$ cat src/rtl/shiftreg_pkg.sv
// Shared definitions for the shift-register frame block: direction codes,
// sequencer state encoding and the constant clog2 used to size counters.
package shiftreg_pkg;

   localparam logic DIR_MSB_FIRST = 1'b0;
   localparam logic DIR_LSB_FIRST = 1'b1;

   typedef enum logic {
      IDLE = 1'b0,
      RUN  = 1'b1
   } state_e;

   function automatic int unsigned clog2(input int unsigned value);
      int unsigned r;
      r = 0;
      while ((64'd1 << r) < 64'(value)) begin
         r++;
      end
      return r;
   endfunction

endpackage

$ cat src/rtl/shiftreg_core.sv
// WIDTH-bit parallel-load / serial-shift datapath; direction chosen per cycle
// by the controlling sequencer.
module shiftreg_core
   import shiftreg_pkg::*;
#(
   parameter int unsigned WIDTH = 8
) (
   input  logic             CLK,
   input  logic             clr,
   input  logic             ld,
   input  logic             shift,
   input  logic             dir,
   input  logic [WIDTH-1:0] Din,
   input  logic             SI,
   output logic [WIDTH-1:0] Dout,
   output logic             shiftout
);

   logic [WIDTH-1:0] data_q, data_d;

   always_comb begin
      data_d = data_q;
      if (ld) begin
         data_d = Din;
      end else if (shift) begin
         if (dir == DIR_LSB_FIRST) begin
            data_d = {SI, data_q[WIDTH-1:1]};
         end else begin
            data_d = {data_q[WIDTH-2:0], SI};
         end
      end
   end

   always_ff @(posedge CLK) begin
      if (clr) begin
         data_q <= '0;
      end else begin
         data_q <= data_d;
      end
   end

   assign Dout     = data_q;
   assign shiftout = (dir == DIR_LSB_FIRST) ? data_q[0] : data_q[WIDTH-1];

endmodule

$ cat src/rtl/shiftreg_frame.sv
// Shift register with manual ld/shift control and a frame sequencer that
// shifts a programmed number of bits on external tick strobes.
module shiftreg_frame
   import shiftreg_pkg::*;
#(
   parameter  int unsigned WIDTH = 8,
   localparam int unsigned CNT_W = clog2(WIDTH + 1)
) (
   input  logic             CLK,
   input  logic             clr,
   input  logic             ld,
   input  logic             shift,
   input  logic             start,
   input  logic             tick,
   input  logic [CNT_W-1:0] len,
   input  logic             lsb_first,
   input  logic [WIDTH-1:0] Din,
   input  logic             SI,
   output logic [WIDTH-1:0] Dout,
   output logic             shiftout,
   output logic             busy,
   output logic             done,
   output logic [CNT_W-1:0] bitcnt
);

   localparam logic [CNT_W-1:0] WIDTH_C = CNT_W'(WIDTH);
   localparam logic [CNT_W-1:0] ONE_C   = CNT_W'(1);

   state_e           state_q, state_d;
   logic [CNT_W-1:0] rem_q, rem_d;
   logic [CNT_W-1:0] cnt_q, cnt_d;
   logic [CNT_W-1:0] eff_len;
   logic             dir_q, dir_d;
   logic             done_q, done_d;
   logic             core_ld, core_shift, core_dir;

   assign eff_len = (len == '0 || len > WIDTH_C) ? WIDTH_C : len;

   always_comb begin
      state_d    = state_q;
      rem_d      = rem_q;
      cnt_d      = cnt_q;
      dir_d      = dir_q;
      done_d     = 1'b0;
      core_ld    = 1'b0;
      core_shift = 1'b0;
      core_dir   = lsb_first;
      case (state_q)
         IDLE: begin
            // ld alongside start loads Din so the frame shifts the fresh word
            if (start) begin
               rem_d   = eff_len;
               dir_d   = lsb_first;
               cnt_d   = '0;
               state_d = RUN;
               core_ld = ld;
            end else if (ld) begin
               core_ld = 1'b1;
            end else if (shift) begin
               core_shift = 1'b1;
            end
         end
         RUN: begin
            core_dir = dir_q;
            if (tick) begin
               core_shift = 1'b1;
               cnt_d      = cnt_q + ONE_C;
               rem_d      = rem_q - ONE_C;
               if (rem_q == ONE_C) begin
                  state_d = IDLE;
                  done_d  = 1'b1;
               end
            end
         end
         default: state_d = IDLE;
      endcase
   end

   always_ff @(posedge CLK) begin
      if (clr) begin
         state_q <= IDLE;
         rem_q   <= '0;
         cnt_q   <= '0;
         dir_q   <= DIR_MSB_FIRST;
         done_q  <= 1'b0;
      end else begin
         state_q <= state_d;
         rem_q   <= rem_d;
         cnt_q   <= cnt_d;
         dir_q   <= dir_d;
         done_q  <= done_d;
      end
   end

   shiftreg_core #(
      .WIDTH(WIDTH)
   ) u_core (
      .CLK      (CLK),
      .clr      (clr),
      .ld       (core_ld),
      .shift    (core_shift),
      .dir      (core_dir),
      .Din      (Din),
      .SI       (SI),
      .Dout     (Dout),
      .shiftout (shiftout)
   );

   assign busy   = (state_q == RUN);
   assign done   = done_q;
   assign bitcnt = cnt_q;

endmodule

$ cat config.mk
export PLATFORM = sky130hd
export DESIGN_NAME = shiftreg_frame
export DESIGN_NICKNAME = d
export VERILOG_FILES = /design/src/rtl/shiftreg_pkg.sv /design/src/rtl/shiftreg_core.sv /design/src/rtl/shiftreg_frame.sv
export SDC_FILE = /design/constraint.sdc
export NUM_CORES = 1
export LEC_CHECK = 0
export ABC_AREA = 1
export CORE_MARGIN = 2
export CORE_UTILIZATION = 46
export CTS_CLUSTER_DIAMETER = 80
export DETAILED_ROUTE_END_ITERATION = 10
export PLACE_DENSITY = 0.8
export SLEW_MARGIN = 20
export SYNTH_ARGS = -nofsm -noshare
export SYNTH_HDL_FRONTEND = slang
export SYNTH_SLANG_ARGS = --single-unit
$ cat constraint.sdc
create_clock -name CLK -period 1.36 [get_ports CLK]
set_input_delay 0.34 -clock CLK [delete_from_list [all_inputs] [get_ports CLK]]
set_output_delay 0.34 -clock CLK [all_outputs]
set_load 0.01 [all_outputs]
==> results by group, run 1 <==
Setup path
  • CP endpoint kind: output pin
  • CP arrival: 1090 ps
  • Critical-path maximum fanout: 3
  • Worst reg2reg setup slack: about 30 ps
  • CP required: approximately 1000 ps
  • Critical path class: reg -> out
  • FF-to-FF End: u_core.Dout[2]
  • Critical R2R Launch: busy
  • CP Capture Point: shiftout
  • Startpoint types: flip-flop
  • R2R depth: 8
  • CP startpoint: busy

Global route
  • GRT Total Usage: between 20% and 30%
  • Initial antenna violation count: 0
  • Vias in the first global route: 1,311
  • Largest net degree at the start of global routing: 17
  • First-pass GRT wire length: between 5000 and 6000 um
  • Grt ovf: 0

Timing
  • Final period util: 105%
  • Tightest Pin Transition: 221 ps
  • Slew Viols, Final: 0
  • Final TNS setup: -73.3 ps
  • RSZ-0062 raised after global routing: true
  • Worst Skew: about 12 ps
  • Worst slew margin: between 80% and 90%
  • Fin crit period: between 1000 and 1500 ps
  • Fmax: between 600 and 700 MHz
  • Final setup viols: 1
  • Fin. Hold Viols: 0
  • WHS: roughly 500 ps
  • Final WS setup: -73.3 ps

Detailed routing
  • WL per Instance: around 12 um
  • DRC: 0
  • First-pass iteration count of the detailed router: 5
  • Via-to-Cell Ratio: ~5.2
  • WL final: around 3200 um
  • ANT nets after route: 0
  • Via count: approximately 1,400
  • Drt first-iter violations: 29

Die
  • Die footprint: 0.00288 mm2
  • Chip Width: around 54 um
  • Initial Util: 49.9%
  • IO Pins: 35
  • Core area: 0.00228 mm2
  • DIE HEIGHT: 53.7 um
  • Rows: 17

Placed design
  • PortBufs: 34
  • Placed insts: between 200 and 300
  • DP Worst Slack: -612 ps
  • Final HPWL DP: roughly 2400 um
  • Gpl congestion: between 0.8 and 0.9

Pwr
  • Pwr Density: roughly 860 mW/mm2
  • Peak supply drop: around 700 uV
  • Static Leakage: 0.889 nW

Clocking
  • Cts-stage hold buffer count: 0
  • H-tree depth: 1
  • CTS buffer count: 3
  • Clock buffer depth: 2
  • CTS Sinks: 19
  • Root Driver: clkbuf_4
  • Clk slew on worst S/H paths: roughly 130 ps
  • Clk Latency, worst-skew pair: ~310 ps
  • CTS tree: yes

Finish
  • Fill count: just under 200
  • Diode count: 0
  • Area delta synth->final: 49.3%
  • Most common cell after layout, fill and taps aside: nand3_1
  • Share of layout cells above drive strength 1: around 19%
  • Most frequent cells in the layout: 31 x nand3_1, 29 x inv_1, 28 x nand2_1
  • Nets: 261
  • Multi-input combinational cell area: 654 um2
  • Sequential standard cell area: approximately 390 um2
  • Final cell count without fillers: around 270

Yosys
  • Sequential area share after synthesis: 33.5%
  • Netlist cell types: 17
  • Ys Warns: 0
  • FF+latch count, synth: 19
  • Post-synthesis instance area: approximately 0.0011 mm2
  • Cells after Synth: between 150 and 200
  • Post-Syn Nets: just over 200
  • Mapped Avg Cell Area: 6.24 um2

Min path
  • Hold_sp: bitcnt[2]
  • Worst min path class: reg -> reg

Flow run
  • Maxcap violations: 0

Status
  • Outcome: finished, violations left
  • Failing checks: negative setup slack
timing repair:
item	4_1_cts	5_1_grt
buffers inserted	0	2
pin swaps	0	1
cloned	0	0
hold endpoints to repair	0	0
endpoints found under the setup margin	15	4
resized for setup	26	12
flip-flops by register name, indices dropped and copies added (netlist names):
| signal | cells |
|---|---|
| done | 1 |
| busy | 1 |
| rem_q | 4 |
| u_core.Dout | 8 |
| bitcnt | 4 |
| dir_q | 1 |
per-layer routing:
layer | share of wire, % | GRT usage, % | vias up
li1 | - | - | 695
met3 | 5.5 | 3.61 | 2
met5 | 0 | 0 | -
met2 | 53 | 47.4 | 53
met1 | 41 | 27.7 | 618
met4 | 0.37 | 8.97 | 0
cell usage after synthesis:
| master | number | area, um2 |
|---|---|---|
| nor3_1 | 2 | 10.0 |
| o21ai_0 | 11 | 55.1 |
| nor2_1 | 25 | 93.8 |
| nor2_4 | 1 | 11.3 |
| buf_1 | 1 | 3.75 |
| nand2_4 | 2 | 22.5 |
| inv_1 | 29 | 109 |
| nand3_1 | 32 | 160 |
| nand4_1 | 1 | 6.26 |
| dfxtp_1 | 19 | 380 |
| a21oi_1 | 16 | 80.1 |
| nor3b_1 | 1 | 7.51 |
| ha_1 | 3 | 37.5 |
| nand2_2 | 4 | 25.0 |
| buf_2 | 1 | 5.00 |
| inv_2 | 2 | 7.51 |
| nand2_1 | 32 | 120 |
how the worst min path moves through the flow:
| stage | slack (ps) | depth (start not counted) | endpoint |
|---|---|---|---|
| 2_1_floorplan | 410 | 1 | bitcnt[1] |
| 3_3_place_gp | 480 | 2 | dir_q |
| 3_5_place_dp | 500 | 2 | bitcnt[2] |
| 4_1_cts | 460 | 3 | dir_q |
| 5_1_grt | 520 | 2 | bitcnt[2] |
| 6_report | 500 | 2 | bitcnt[2] |
where the power goes:
group | total (mW) | leakage (nW) | switching, mW | internal (mW)
Combinational | 0.522 | 0.713 | 0.277 | 0.244
Sequential | 0.638 | 0.159 | 0.0318 | 0.606
Clock | 0.306 | 0.0177 | 0.196 | 0.110
worst max-delay path: stages, from the launching register on:
cell and delay (ps):
dfxtp_4 380, inv_4 60, nand2_4 50, nand2_4 80, nand2_2 40, o21ai_1 50
buf_2 140
cells by family after synthesis:
kind of cell	synth area share [%]
fa+ha+maj	3.31
compound gates	11.9
buf+inv	11.0
simple gates	40.2
flops	33.5
cell type report:
cell class,count,share of cell area (%)
clock buffer,3,1.33
inverter,31,7.02
clock inverter,1,0.295
sequential,19,22.9
multi-input combinational,130,38.6
tap,28,2.07
timing repair buffer,53,27.8
stage by stage:
step / area, um2 / total power [mW] / utilization, %
after global routing: 1690 / 1.55 / 74.4
after global placement: 1650 / 1.16 / 72.5
after CTS: 1670 / 1.45 / 73.2
after detailed placement: 1650 / 1.18 / 72.5
final: 1690 / 1.46 / 74.4
after floorplan: 1140 / 0.920 / -
Note: power is estimated with default switching activity, not from simulation.
==> run 2: changes to the inputs <==
Settings changed: CORE_MARGIN 2 to 8, CORE_UTILIZATION 46 to 41, PLACE_DENSITY 0.8 to 0.75.
Clock period 1.36 ns to 1.3 ns, I/O delays scaled along.
==> results by group, run 2 (synthesis results as in run 1) <==
Status
  • Outcome: finished, violations left (unchanged)
  • Failing checks: negative setup slack (unchanged)

Detailed routing
  • DRC: 0 (unchanged)
  • Via-to-Cell Ratio: 4.93 (was 5.16)
  • Via count: 1,325 (was 1,368)
  • WL per Instance: 11.8 um (was 12.1 um)
  • ANT nets after route: 0 (unchanged)
  • First-pass iteration count of the detailed router: 4 (was 5)
  • Drt first-iter violations: 72 (was 29)
  • WL final: 3180 um (was 3210 um)

Finish
  • Share of layout cells above drive strength 1: 18.1% (was 18.6%)
  • Nets: 262 (was 261)
  • Most frequent cells in the layout: 32 x nand3_1, 30 x nand2_1, 29 x inv_1 (was 31 x nand3_1, 29 x inv_1, 28 x nand2_1)
  • Diode count: 0 (unchanged)
  • Fill count: 267 (was 197)
  • Fin area: 0.00171 mm2 (was 0.00169 mm2)
  • Largest register FFs: 8 (unchanged)
  • Area delta synth->final: 50.3% (was 49.3%)
  • Most common cell after layout, fill and taps aside: nand3_1 (unchanged)

Flow run
  • Maxcap violations: 0 (unchanged)

Setup path
  • Critical path class: reg -> out (unchanged)
  • CP required: 980 ps (was 1020 ps)
  • Family with the most delay on the worst path: flip-flops (unchanged)
  • Worst path cell trace: inv_4 > nand2_4 > nand2_4 > nand2_1 > o21ai_1 > buf_2 (was inv_4 > nand2_4 > nand2_4 > nand2_2 > o21ai_1 > buf_2)
  • CP endpoint kind: output pin (unchanged)
  • CP most frequent cell: nand2_4 (unchanged)
  • Worst path bufs/invs: 2 (unchanged)
  • Crit-path max cell delay: 380 ps (about the same)
  • CP arrival: 1120 ps (was 1090 ps)
  • Startpoint types: flip-flop (unchanged)
  • Critical-path maximum fanout: 3 (unchanged)
  • Worst path slowest cell: dfxtp_4 (unchanged)

Global route
  • GRT Total Usage: 14.0% (was 25.0%)
  • Vias in the first global route: 1,236 (was 1,311)
  • First-pass GRT wire length: 5240 um (was 5330 um)
  • Initial antenna violation count: 0 (unchanged)
  • Largest net degree at the start of global routing: 17 (unchanged)
  • Grt ovf: 0 (unchanged)

Die
  • Rows: 19 (was 17)
  • DIE HEIGHT: 68.6 um (was 53.7 um)
  • Core area: 0.00269 mm2 (was 0.00228 mm2)
  • Die footprint: 0.00471 mm2 (was 0.00288 mm2)
  • Chip Width: 68.6 um (was 53.7 um)
  • IO Pins: 35 (unchanged)
  • Initial Util: 42.2% (was 49.9%)

Timing
  • Fmax: roughly 700 MHz
  • Final setup viols: 1 (unchanged)
  • Fin. Hold Viols: 0 (unchanged)
  • Final WS setup: -143 ps (was -73.3 ps)
  • Worst Skew: 3.51 ps (was 11.7 ps)
  • RSZ-0062 raised after global routing: true (unchanged)
  • Fin crit period: ~1400 ps
  • Final period util: 111%
  • Worst slew margin: 84.5% (was 85.2%)
  • Tightest Pin Transition: 232 ps (was 221 ps)
  • Slew Viols, Final: 0 (unchanged)

Clocking
  • Root Driver: clkbuf_4 (unchanged)
  • H-tree depth: 1 (unchanged)
  • Clock buffer depth: 2 (unchanged)
  • CTS Sinks: 19 (unchanged)
  • CTS buffer count: 3 (unchanged)
  • CTS tree: yes (unchanged)
  • Clk slew on worst S/H paths: 120 ps (was 130 ps)
  • Cts-stage hold buffer count: 0 (unchanged)
  • Clk Latency, worst-skew pair: 300 ps (was 310 ps)

Pwr
  • Peak supply drop: 606 uV (was 689 uV)
  • Static Leakage: 0.877 nW (was 0.889 nW)
  • Pwr Density: 889 mW/mm2 (was 865 mW/mm2)

Placed design
  • Post-DP Area: 0.00167 mm2 (was 0.00165 mm2)
  • DP Worst Slack: -665 ps (was -612 ps)
  • Gpl congestion: 0.829 (was 0.850)
  • PortBufs: 34 (unchanged)
  • Final HPWL DP: 2390 um (was 2430 um)

Min path
  • Worst min path class: in -> reg (was reg -> reg)
run 2: cell types whose count changed in the layout (fill, tap and decap cells not counted), sizes merged:
| cell | change |
|---|---|
| clkdlybuf4s15 | +7 |
| buf | +2 |
| dlymetal6s2s | +1 |
| clkdlybuf4s50 | -1 |
| dlygate4sd2 | -8 |
run 2: through the flow:
stage / hold WS (ps) / util (%) / total power, mW / TNS (ps) / std cells
after global placement: 476 / 62.1 / 1.22 / -3200 / 265
after global routing: 368 / 63.5 / 1.64 / -223 / 269
after floorplan: 394 / - / 0.962 / 0 / 182
after CTS: 485 / 62.3 / 1.52 / -161 / 269
after detailed placement: 479 / 62.1 / 1.23 / -3400 / 265
final: 358 / 63.5 / 1.52 / -143 / 269
run 2: repair_timing:
item | 4_1_cts | 5_1_grt
endpoints found under the setup margin | 15 | 13
pin swaps | 0 | 4
buffers inserted | 0 | 1
gates resized for setup | 28 | 17
gates cloned | 0 | 0
run 2: tightest hold or removal path, delay by kind of cell:
kind	cells	cell delay [ps]
AOI/OAI and AO/OA	1	80
buffers and inverters	1	120
and+or+nand+nor	1	100
run 2: layer usage:
layer	part of all wire [%]	routed length, um	global-route usage, %	vias to the layer above
li1	-	-	-	696
met1	43	1350	16.6	592
met2	50	1580	24.0	33
met3	6.9	218	3.39	4
met4	0.85	27	5.12	0
met5	0	0	0	-
run 2: worst paths after layout:
kind	start	end	slack (ps)	cells after the start
setup / recovery	busy	shiftout	-140	6
hold reg to reg	bitcnt[3]	bitcnt[3]	540	2
hold / removal	start	dir_q	360	3
setup reg to reg	busy	u_core.Dout[3]	90	7
run 2: area by class of cell:
class | instances | area [um2] | share of cell area, %
inverter | 31 | 119 | 6.97
tap | 31 | 38.8 | 2.27
timing repair buffer | 54 | 489 | 28.7
sequential | 19 | 385 | 22.6
multi-input combinational | 130 | 646 | 37.9
clock inverter | 1 | 5.00 | 0.293
clock buffer | 3 | 22.5 | 1.32
run 2: where the power goes:
part / leakage, nW / switching [mW] / internal, mW
Sequential: 0.158 / 0.0300 / 0.633
Combinational: 0.702 / 0.285 / 0.254
Clock: 0.0177 / 0.199 / 0.115
==> run 3: changes to the inputs <==
Settings changed: SETUP_SLACK_MARGIN set to 0.4.
==> results by group, run 3 (synthesis results as in run 1) <==
Timing
  • Tightest Pin Transition: 259 ps (was 232 ps)
  • Final period util: 111% (about the same)
  • WHS: 537 ps (was 358 ps)
  • Worst slew margin: 82.7% (was 84.5%)
  • Slew Viols, Final: 0 (unchanged)
  • Final WS setup: -145 ps (was -143 ps)
  • Fin. Hold Viols: 0 (unchanged)
  • RSZ-0062 raised after global routing: true (unchanged)
  • Final setup viols: 11 (was 1)
  • Fin crit period: 1450 ps (was 1440 ps)
  • Fmax: 692 MHz (was 693 MHz)
  • Worst Skew: 2.01 ps (was 3.51 ps)

Setup path
  • CP Depth: 6 (unchanged)
  • Worst reg2reg setup slack: -60 ps (was 90 ps)
  • Critical-path maximum fanout: 3 (unchanged)
  • Critical path class: reg -> out (unchanged)
  • CP most frequent cell: nand2_8 (was nand2_4)
  • Startpoint types: flip-flop (unchanged)
  • Crit-path max cell delay: 390 ps (was 380 ps)
  • Worst path bufs/invs: 2 (unchanged)
  • CP arrival: 1120 ps (about the same)
  • CP startpoint: busy (unchanged)
  • Worst path cell trace: inv_6 > nand2_8 > nand2_8 > nand2_4 > o21ai_4 > buf_6 (was inv_4 > nand2_4 > nand2_4 > nand2_1 > o21ai_1 > buf_2)
  • Critical R2R Launch: busy (unchanged)
  • R2R depth: 9 (was 7)
  • CP required: 980 ps (about the same)
  • FF-to-FF End: u_core.Dout[1] (was u_core.Dout[3])
  • Worst path slowest cell: dfxtp_4 (unchanged)
  • CP endpoint kind: output pin (unchanged)
  • Family with the most delay on the worst path: flip-flops (unchanged)
  • CP Capture Point: shiftout (unchanged)

Finish
  • Fill count: 190 (was 267)
  • Nets: 273 (was 262)
  • Diode count: 0 (unchanged)
  • Area delta synth->final: 83.5% (was 50.3%)
  • Most common cell after layout, fill and taps aside: nand3_1 (unchanged)
  • Most frequent cells in the layout: 30 x nand3_1, 28 x inv_1, 25 x nand2_1 (was 32 x nand3_1, 30 x nand2_1, 29 x inv_1)
  • Post-layout util: 77.5% (was 63.5%)
  • Share of layout cells above drive strength 1: 37.8% (was 18.1%)
  • Final cell count without fillers: 280 (was 269)
  • Multi-input combinational cell area: 815 um2 (was 646 um2)
  • Largest register FFs: 8 (unchanged)
  • Sequential standard cell area: 399 um2 (was 385 um2)

Global route
  • Largest net degree at the start of global routing: 17 (unchanged)
  • Initial antenna violation count: 0 (unchanged)
  • Vias in the first global route: 1,468 (was 1,236)
  • Grt ovf: 0 (unchanged)
  • GRT Total Usage: 16.4% (was 14.0%)
  • First-pass GRT wire length: 6070 um (was 5240 um)

Detailed routing
  • Via-to-Cell Ratio: 5.25 (was 4.93)
  • ANT nets after route: 0 (unchanged)
  • DRC: 0 (unchanged)
  • Via count: 1,469 (was 1,325)
  • First-pass iteration count of the detailed router: 6 (was 4)
  • WL final: 4120 um (was 3180 um)
  • Drt first-iter violations: 72 (unchanged)
  • WL per Instance: 14.7 um (was 11.8 um)

Flow run
  • Maxcap violations: 0 (unchanged)

Clocking
  • Cts-stage hold buffer count: 0 (unchanged)
  • Root Driver: clkbuf_4 (unchanged)
  • Clk slew on worst S/H paths: 110 ps (was 120 ps)
  • CTS tree: yes (unchanged)
  • CTS Sinks: 19 (unchanged)
  • Clk Latency, worst-skew pair: 310 ps (was 300 ps)
  • Clock buffer depth: 2 (unchanged)
  • H-tree depth: 1 (unchanged)
  • CTS buffer count: 3 (unchanged)

Pwr
  • Sw power: 0.636 mW (was 0.514 mW)
  • Peak supply drop: 757 uV (was 606 uV)
  • Switch share: 35.5% (was 33.9%)
  • Static Leakage: 0.999 nW (was 0.877 nW)
  • Cell Int Power: 1.15 mW (was 1.00 mW)
  • Seq pwr share: 38.2% (was 43.7%)
  • Pwr Density: 859 mW/mm2 (was 889 mW/mm2)
  • Combinational share of power: 43.5% (was 35.6%)
  • Clock Power Share: 18.3% (was 20.7%)

Placed design
  • Gpl congestion: 0.880 (was 0.829)
  • Final HPWL DP: 2650 um (was 2390 um)
  • Placed insts: 263 (was 265)
  • PortBufs: 34 (unchanged)

Die
  • Core area: 0.00269 mm2 (unchanged)
  • Rows: 19 (unchanged)
  • IO Pins: 35 (unchanged)
  • Initial Util: 42.2% (unchanged)
  • Chip Width: 68.6 um (unchanged)
  • DIE HEIGHT: 68.6 um (unchanged)
  • Die footprint: 0.00471 mm2 (unchanged)

Status
  • Outcome: finished, violations left (unchanged)
  • Failing checks: negative setup slack (unchanged)

Min path
  • Worst min path class: reg -> reg (was in -> reg)
  • Hold Path Depth: 2 (was 3)
[run 3: cell types whose count changed in the layout (fill, tap and decap cells not counted), moves of 6 or more]
| cell | previous run | this run |
|---|---|---|
| dfxtp_2 | 1 | 12 |
| dfxtp_1 | 17 | 6 |
| o21ai_0 | 10 | 1 |
| clkdlybuf4s15_1 | 7 | 0 |
| nand2_8 | 0 | 6 |
| buf_6 | 2 | 18 |
[run 3: power by group through the flow]
| stage | logic, mW | clock network (mW) | registers (mW) |
|---|---|---|---|
| 2_1_floorplan | 0.297 | 0 | 0.697 |
| 3_3_place_gp | 0.570 | 0 | 0.678 |
| 3_5_place_dp | 0.591 | 0 | 0.682 |
| 4_1_cts | 0.686 | 0.315 | 0.680 |
| 5_1_grt | 0.842 | 0.360 | 0.690 |
| 6_report | 0.778 | 0.327 | 0.683 |
[run 3: how the worst min path moves through the flow]
stage | slack (ps) | startpoint | endpoint
floorplan | 390 | clr | bitcnt[1]
global placement | 520 | bitcnt[3] | bitcnt[3]
detailed placement | 520 | bitcnt[3] | bitcnt[3]
CTS | 540 | rem_q[3] | rem_q[3]
global route | 570 | rem_q[3] | rem_q[3]
finish | 540 | bitcnt[3] | bitcnt[3]
[run 3: per-layer routing]
layer | share of wire (%) | wire length (um) | track usage (%)
met2 | 56 | 2300 | 32.1
met1 | 38 | 1550 | 15.8
met4 | 1.2 | 48 | 8.18
met5 | 0 | 0 | 0
met3 | 5.4 | 224 | 3.39
[run 3: stage by stage]
step	TNS, ps	total power [mW]	setup WS [ps]	area [um2]
after floorplan	0	0.994	199	1200
after global placement	-3700	1.25	-759	1730
after detailed placement	-4180	1.27	-776	1730
after CTS	-430	1.68	-131	1960
after global routing	-1230	1.89	-213	2080
final	-538	1.79	-145	2080
[run 3: final cells by class]
class	instances	share of cell area (%)
tap	31	1.86
multi-input combinational	130	39.1
clock buffer	4	1.26
inverter	31	6.07
timing repair buffer	65	32.5
sequential	19	19.2
[run 3: worst min-delay path: cells and delay by family, from the launching register on]
kind               cells  cell delay, ps
AOI/OAI and AO/OA      1             110
and+or+nand+nor        1              50
DFF                    1             350
[run 3: repair_timing]
action	CTS	global route
pin swaps	5	8
gates resized for setup	116	19
cloned	0	0
endpoints found under the setup margin	34	34
endpoints found under the hold margin	0	0
setup buffers	8	5
